### config.mk
export PLATFORM = sky130hd
export DESIGN_NAME = frame_stream_gen
export DESIGN_NICKNAME = d
export VERILOG_FILES = /design/src/rtl/frame_stream_pkg.sv /design/src/rtl/frame_cyc_counter.sv /design/src/rtl/frame_stream_gen.sv
export SDC_FILE = /design/constraint.sdc
export NUM_CORES = 1
export LEC_CHECK = 0
export BUFFER_PORTS_ARGS = -buffer_cell sky130_fd_sc_hd__buf_2
export CELL_PAD_IN_SITES_DETAIL_PLACEMENT = 1
export CELL_PAD_IN_SITES_GLOBAL_PLACEMENT = 2
export CORE_ASPECT_RATIO = 0.7
export CORE_MARGIN = 3
export CORE_UTILIZATION = 34
export CTS_CLUSTER_SIZE = 14
export DETAILED_ROUTE_END_ITERATION = 7
export GPL_TIMING_DRIVEN = 0
export PLACE_DENSITY_LB_ADDON = 0.12
export RECOVER_POWER = 50
export SETUP_SLACK_MARGIN = 0.05
export SYNTH_ARGS = -nofsm -noshare
export SYNTH_HDL_FRONTEND = slang
export SYNTH_SLANG_ARGS = --single-unit
### constraint.sdc
create_clock -name clk -period 2.29 [get_ports clk]
set_input_delay 0.458 -clock clk [delete_from_list [all_inputs] [get_ports clk]]
set_output_delay 0.458 -clock clk [all_outputs]
set_load 0.01 [all_outputs]
### src/rtl/frame_stream_pkg.sv
// Shared types and constants for the frame_stream_gen video timing source.
//   CNT_W   : width of every phase/line counter
//   state_e : timing FSM states
package frame_stream_pkg;

    localparam int unsigned CNT_W = 16;

    typedef enum logic [2:0] {
        ST_IDLE      = 3'd0,
        ST_VSYNC     = 3'd1,
        ST_VBP       = 3'd2,
        ST_LINE_WAIT = 3'd3,
        ST_ACTIVE    = 3'd4,
        ST_HBLANK    = 3'd5,
        ST_VFP       = 3'd6
    } state_e;

endpackage

### src/rtl/frame_cyc_counter.sv
// Phase-length counter: loaded with (length-1), counts down, flags the last cycle.
// Ports:
//   i_clk, i_rst : clock, synchronous active-high reset
//   i_load       : load i_load_val (has priority over i_dec)
//   i_load_val   : value to load, phase length minus one
//   i_dec        : decrement, saturating at zero
//   o_last       : counter is zero, i.e. current cycle is the last of the phase
module frame_cyc_counter
    import frame_stream_pkg::*;
(
    input  logic             i_clk,
    input  logic             i_rst,
    input  logic             i_load,
    input  logic [CNT_W-1:0] i_load_val,
    input  logic             i_dec,
    output logic             o_last
);

    logic [CNT_W-1:0] r_cnt;

    always_ff @(posedge i_clk) begin
        if (i_rst) begin
            r_cnt <= '0;
        end else if (i_load) begin
            r_cnt <= i_load_val;
        end else if (i_dec && (r_cnt != '0)) begin
            r_cnt <= r_cnt - CNT_W'(1);
        end
    end

    assign o_last = (r_cnt == '0);

endmodule

### src/rtl/frame_stream_gen.sv
// Transmit-side video timing source: pulls pixels from a ready/valid source and
// emits a vsync/href/gray frame stream with parameterised timing.
// Ports:
//   clk, rst        : clock, synchronous active-high reset
//   enable          : starts a frame when sampled in IDLE
//   s_valid, s_data : pixel source; s_ready accepts (ACTIVE state only)
//   post_img_vsync  : frame sync, high for VSYNC_CYC cycles
//   post_img_href   : line valid, high H_ACTIVE cycles per line
//   post_img_gray   : pixel, zero when href low or source starved
//   underflow       : sticky, source had no pixel during an active cycle
//   frame_done      : one-cycle pulse at the end of the front porch
//   busy            : high outside IDLE
module frame_stream_gen
    import frame_stream_pkg::*;
#(
    parameter int unsigned H_ACTIVE  = 640,
    parameter int unsigned H_BLANK   = 16,
    parameter int unsigned V_ACTIVE  = 480,
    parameter int unsigned VSYNC_CYC = 8,
    parameter int unsigned VBP_CYC   = 32,
    parameter int unsigned VFP_CYC   = 32,
    parameter int unsigned DW        = 16
) (
    input  logic          clk,
    input  logic          rst,
    input  logic          enable,
    input  logic          s_valid,
    input  logic [DW-1:0] s_data,
    output logic          s_ready,
    output logic          post_img_vsync,
    output logic          post_img_href,
    output logic [DW-1:0] post_img_gray,
    output logic          underflow,
    output logic          frame_done,
    output logic          busy
);

    state_e           r_state;
    logic [CNT_W-1:0] r_vcnt;
    logic             r_vsync;
    logic             r_href;
    logic [DW-1:0]    r_gray;
    logic             r_underflow;
    logic             r_frame_done;
    logic             r_busy;

    logic             w_load;
    logic [CNT_W-1:0] w_load_val;
    logic             w_dec;
    logic             w_last;
    logic             w_last_line;

    assign w_last_line = (r_vcnt == CNT_W'(V_ACTIVE - 1));

    // Phase counter control: preload the next phase's length on each transition.
    always_comb begin
        w_load     = 1'b0;
        w_load_val = '0;
        w_dec      = (r_state != ST_IDLE) && (r_state != ST_LINE_WAIT);
        case (r_state)
            ST_IDLE: begin
                if (enable) begin
                    w_load     = 1'b1;
                    w_load_val = CNT_W'(VSYNC_CYC - 1);
                end
            end
            ST_VSYNC: begin
                if (w_last) begin
                    w_load     = 1'b1;
                    w_load_val = CNT_W'(VBP_CYC - 1);
                end
            end
            ST_LINE_WAIT: begin
                if (s_valid) begin
                    w_load     = 1'b1;
                    w_load_val = CNT_W'(H_ACTIVE - 1);
                end
            end
            ST_ACTIVE: begin
                if (w_last) begin
                    w_load     = 1'b1;
                    w_load_val = CNT_W'(H_BLANK - 1);
                end
            end
            ST_HBLANK: begin
                if (w_last && w_last_line) begin
                    w_load     = 1'b1;
                    w_load_val = CNT_W'(VFP_CYC - 1);
                end
            end
            default: ;
        endcase
    end

    frame_cyc_counter u_cyc_cnt (
        .i_clk      (clk),
        .i_rst      (rst),
        .i_load     (w_load),
        .i_load_val (w_load_val),
        .i_dec      (w_dec),
        .o_last     (w_last)
    );

    // Timing FSM with registered stream outputs.
    always_ff @(posedge clk) begin
        if (rst) begin
            r_state      <= ST_IDLE;
            r_vcnt       <= '0;
            r_vsync      <= 1'b0;
            r_href       <= 1'b0;
            r_gray       <= '0;
            r_underflow  <= 1'b0;
            r_frame_done <= 1'b0;
            r_busy       <= 1'b0;
        end else begin
            r_href       <= 1'b0;
            r_gray       <= '0;
            r_frame_done <= 1'b0;
            case (r_state)
                ST_IDLE: begin
                    if (enable) begin
                        r_state <= ST_VSYNC;
                        r_vsync <= 1'b1;
                        r_busy  <= 1'b1;
                    end
                end
                ST_VSYNC: begin
                    if (w_last) begin
                        r_state <= ST_VBP;
                        r_vsync <= 1'b0;
                    end
                end
                ST_VBP: begin
                    if (w_last) begin
                        r_state <= ST_LINE_WAIT;
                        r_vcnt  <= '0;
                    end
                end
                ST_LINE_WAIT: begin
                    if (s_valid) begin
                        r_state <= ST_ACTIVE;
                    end
                end
                ST_ACTIVE: begin
                    // Line length is fixed; a starved cycle emits zero and flags underflow.
                    r_href <= 1'b1;
                    r_gray <= s_valid ? s_data : '0;
                    if (!s_valid) begin
                        r_underflow <= 1'b1;
                    end
                    if (w_last) begin
                        r_state <= ST_HBLANK;
                    end
                end
                ST_HBLANK: begin
                    if (w_last) begin
                        r_vcnt  <= r_vcnt + CNT_W'(1);
                        r_state <= w_last_line ? ST_VFP : ST_LINE_WAIT;
                    end
                end
                ST_VFP: begin
                    if (w_last) begin
                        r_state      <= ST_IDLE;
                        r_frame_done <= 1'b1;
                        r_busy       <= 1'b0;
                    end
                end
                default: r_state <= ST_IDLE;
            endcase
        end
    end

    assign s_ready        = (r_state == ST_ACTIVE);
    assign post_img_vsync = r_vsync;
    assign post_img_href  = r_href;
    assign post_img_gray  = r_gray;
    assign underflow      = r_underflow;
    assign frame_done     = r_frame_done;
    assign busy           = r_busy;

endmodule
==> flow_summary.toml <==
[yosys]
syn_nets = 326
synth-seq-cells = 56
synth.area.top_cells = "dfxtp_1 (42%), xnor2_1 (7.2%), nor2_1 (5.1%), and3_1 (4.2%), nor4_2 (3.7%)"
ys_warn_count = 0
avgSynthCellArea_um2 = 8.829
ys_seq_area_frac = 0.4191
yosysTopAreaCell = "dfxtp_1"
synth_top_flop_cell = "dfxtp_1"
synth_cell_types = 50
syn_area_um2 = 2675
synth_top_area_share = 0.4191
synthCells = 303
synth_edf_count = 0
async_flop_share = 0

[grt]
grt_pass1_wl_um = 11970
grt_pass1_vias = 2273
grtUsageTotal = 0.1668
overflow = 0
antenna_found_initial = 0
grt_max_degree = 18

[die]
io_pins = 42
core_area_um2 = 7450
initial_core_util = 0.3591
die_x_um = 112.0
die_h_um = 80.21
die_area_um2 = 8985
fp-row-count = 26

[sta]
worst_hold_slack_ns = 0.3637
fin_skew_ns = 0.01387
relSlewSlack = 0.5997
tns_ns = 0
setup_violations = 0
slew_viol_final = 0
tightestPinTransition_ns = 0.6005
grt_setup_unrepaired = "no"
max_freq_mhz = 485.7
finalHoldViolCount = 0
fin_crit_ns = 2.059
fin_crit_sh = 0.8990

[clock_network]
hold_buffers = 0
numClockSinks = 56
cts_tree = "built"
cts_buffer_depth = 2
cts-root-buf = "clkbuf_8"
cts_max_level = 2
clk_latency_ns = 0.32
cts_made_buffers = 5
clkTransAtPathRegs_ns = 0.11

[final_layout]
fin_nets = 374
most-common-layout-cells = "dfxtp_1 (56), nor2_1 (36), clkbuf_1 (30), buf_2 (25), xnor2_1 (22)"
area_growth_pct = 15.76
drive_gt1_frac = 0.1619
diodes = 0
mostFrequentLayoutCell = "dfxtp_1"
n_fill_cell = 917
fin_util = 0.4157

[setup_path]
startpoint_type = "flip-flop"
critPathRequiredTime_ns = 2.55
timing.rr.start = "r_vcnt[1]"
critPathMostFrequentCell = "a21oi_1"
critPathLaunch = "r_vcnt[1]"
worstPathArrival_ns = 2.32
r2r_cells = 6
cpMaxStageDelayCell = "a31oi_1"
crit_type = "flip-flop to flip-flop"
r2r_end = "u_cyc_cnt.r_cnt[2]"
critPathMaxFanout = 6
critical_path.cell_chain = "ha_1 -> and4_1 -> nand4_1 -> a31oi_1 -> a21oi_1 -> a21oi_1"
max_stage_delay_ns = 0.49
cp-end-kind = "flip-flop"
r2r_slack_ns = 0.23

[place]
gp_congestion = 0.7831
dpl.hpwl_um = 5489
port_buffers = 41

[worst_hold_path]
min_path_type = "input port to flip-flop"
min_from = "s_data[6]"
whs_path_depth = 2
hold_end = "post_img_gray[6]"

[detailed_routing]
drc = 0
wl_met2_um = 2743
dr.max_layer_used = "met4"
drtAntennaViolNets = 0
wire_per_inst_um = 16.19
met1Wirelength_um = 4068
first_pass_iters = 4
drt_iter0_drc = 102
vias = 2352
wl_met3_um = 416
routed_wl_um = 7286
via_per_inst = 5.227

[pwr]
power.density_nw_per_um2 = 1144
max-vdd-ir-drop_v = 0.0005862
power.leakage_nw = 1.139

[outcome]
status = "finished clean"

[flow_run]
maxCapViolations = 0
[Yosys cell counts (3+ instances only)]
| library cell | instances |
|---|---|
| a21oi_1 | 18 |
| a31oi_1 | 4 |
| and3_1 | 18 |
| and4_1 | 3 |
| buf_2 | 6 |
| clkbuf_1 | 7 |
| dfxtp_1 | 56 |
| ha_1 | 3 |
| inv_1 | 11 |
| mux2i_1 | 3 |
| nand2_1 | 18 |
| nand3_1 | 12 |
| nand4_1 | 4 |
| nor2_1 | 36 |
| nor2b_1 | 3 |
| nor3_1 | 14 |
| nor4_1 | 7 |
| nor4_2 | 8 |
| nor4b_1 | 3 |
| o21ai_0 | 8 |
| xnor2_1 | 22 |
[sequential cells by signal, summed over array words and instances, names as in the netlist]
name             count
busy                 1
frame_done           1
post_img_gray       16
post_img_href        1
post_img_vsync       1
r_state              3
r_vcnt              16
u_cyc_cnt.r_cnt     16
underflow            1
[kinds of logic (layout without fill, tap and decap cells)]
family                   Yosys count  in the layout  synth area share
AO/OA/AOI/OAI                     45             45            0.1127
AND/OR/NAND/NOR                  142            142            0.3096
adder cells (fa/ha/maj)            3              3           0.01403
buffers and inverters             29             78           0.05052
flip-flops                        56             56            0.4191
multiplexers                       4              4           0.01544
XOR/XNOR                          24             24           0.07858
[worst max path at each step]
stage	endpoint	slack [ns]	depth (start not counted)
2_1_floorplan	u_cyc_cnt.r_cnt[1]	0.46	8
3_3_place_gp	u_cyc_cnt.r_cnt[2]	0.26	6
3_5_place_dp	u_cyc_cnt.r_cnt[4]	0.22	8
4_1_cts	u_cyc_cnt.r_cnt[4]	0.19	8
5_1_grt	u_cyc_cnt.r_cnt[2]	0.05	6
6_report	u_cyc_cnt.r_cnt[2]	0.23	6
[power by group]
group          total (W)  switching (W)  internal [W]
Sequential       0.00121       0.000125       0.00108
Combinational    0.00165        0.00102      0.000632
Clock           0.000680       0.000348      0.000331
[metal layers]
layer | GRT usage | up-vias
met5 | 0 | -
met4 | 0.03962 | 0
met3 | 0.04217 | 5
met2 | 0.2315 | 57
met1 | 0.2538 | 1114
li1 | - | 1176
[worst max-delay path: cells and delay by family, from the launching register on]
| kind | cells | cell delay, ns |
|---|---|---|
| and+or+nand+nor | 2 | 0.45 |
| DFF | 1 | 0.43 |
| AOI/OAI and AO/OA | 3 | 0.91 |
| adders and majority gates | 1 | 0.21 |
[cell type report]
| cell class | count | area (µm²) | share of cell area |
|---|---|---|---|
| Inverter | 11 | 41.29 | 0.01333 |
| Buffer | 18 | 96.34 | 0.03111 |
| Timing Repair Buffer | 41 | 178.9 | 0.05778 |
| Tap cell | 98 | 122.6 | 0.03960 |
| Sequential cell | 56 | 1121 | 0.3620 |
| Clock buffer | 6 | 72.57 | 0.02343 |
| Multi-Input combinational cell | 218 | 1425 | 0.4602 |
| Clock inverter | 2 | 38.79 | 0.01253 |
[metrics by stage]
step | setup WS [ns] | power (W) | instances | area [µm²]
CTS | 0.1896 | 0.003572 | 450 | 3114
global placement | 0.2585 | 0.002864 | 442 | 3003
global route | 0.04927 | 0.003797 | 450 | 3097
floorplan | 0.4613 | 0.002457 | 303 | 2675
finish | 0.2312 | 0.003542 | 450 | 3097
detailed placement | 0.2233 | 0.002876 | 442 | 3003
[what timing repair did]
action                                  4_1_cts  5_1_grt
buffers inserted                              0        0
endpoints found under the setup margin        0       10
gates resized for setup                       0        3
(Power assumes the default switching activity.)
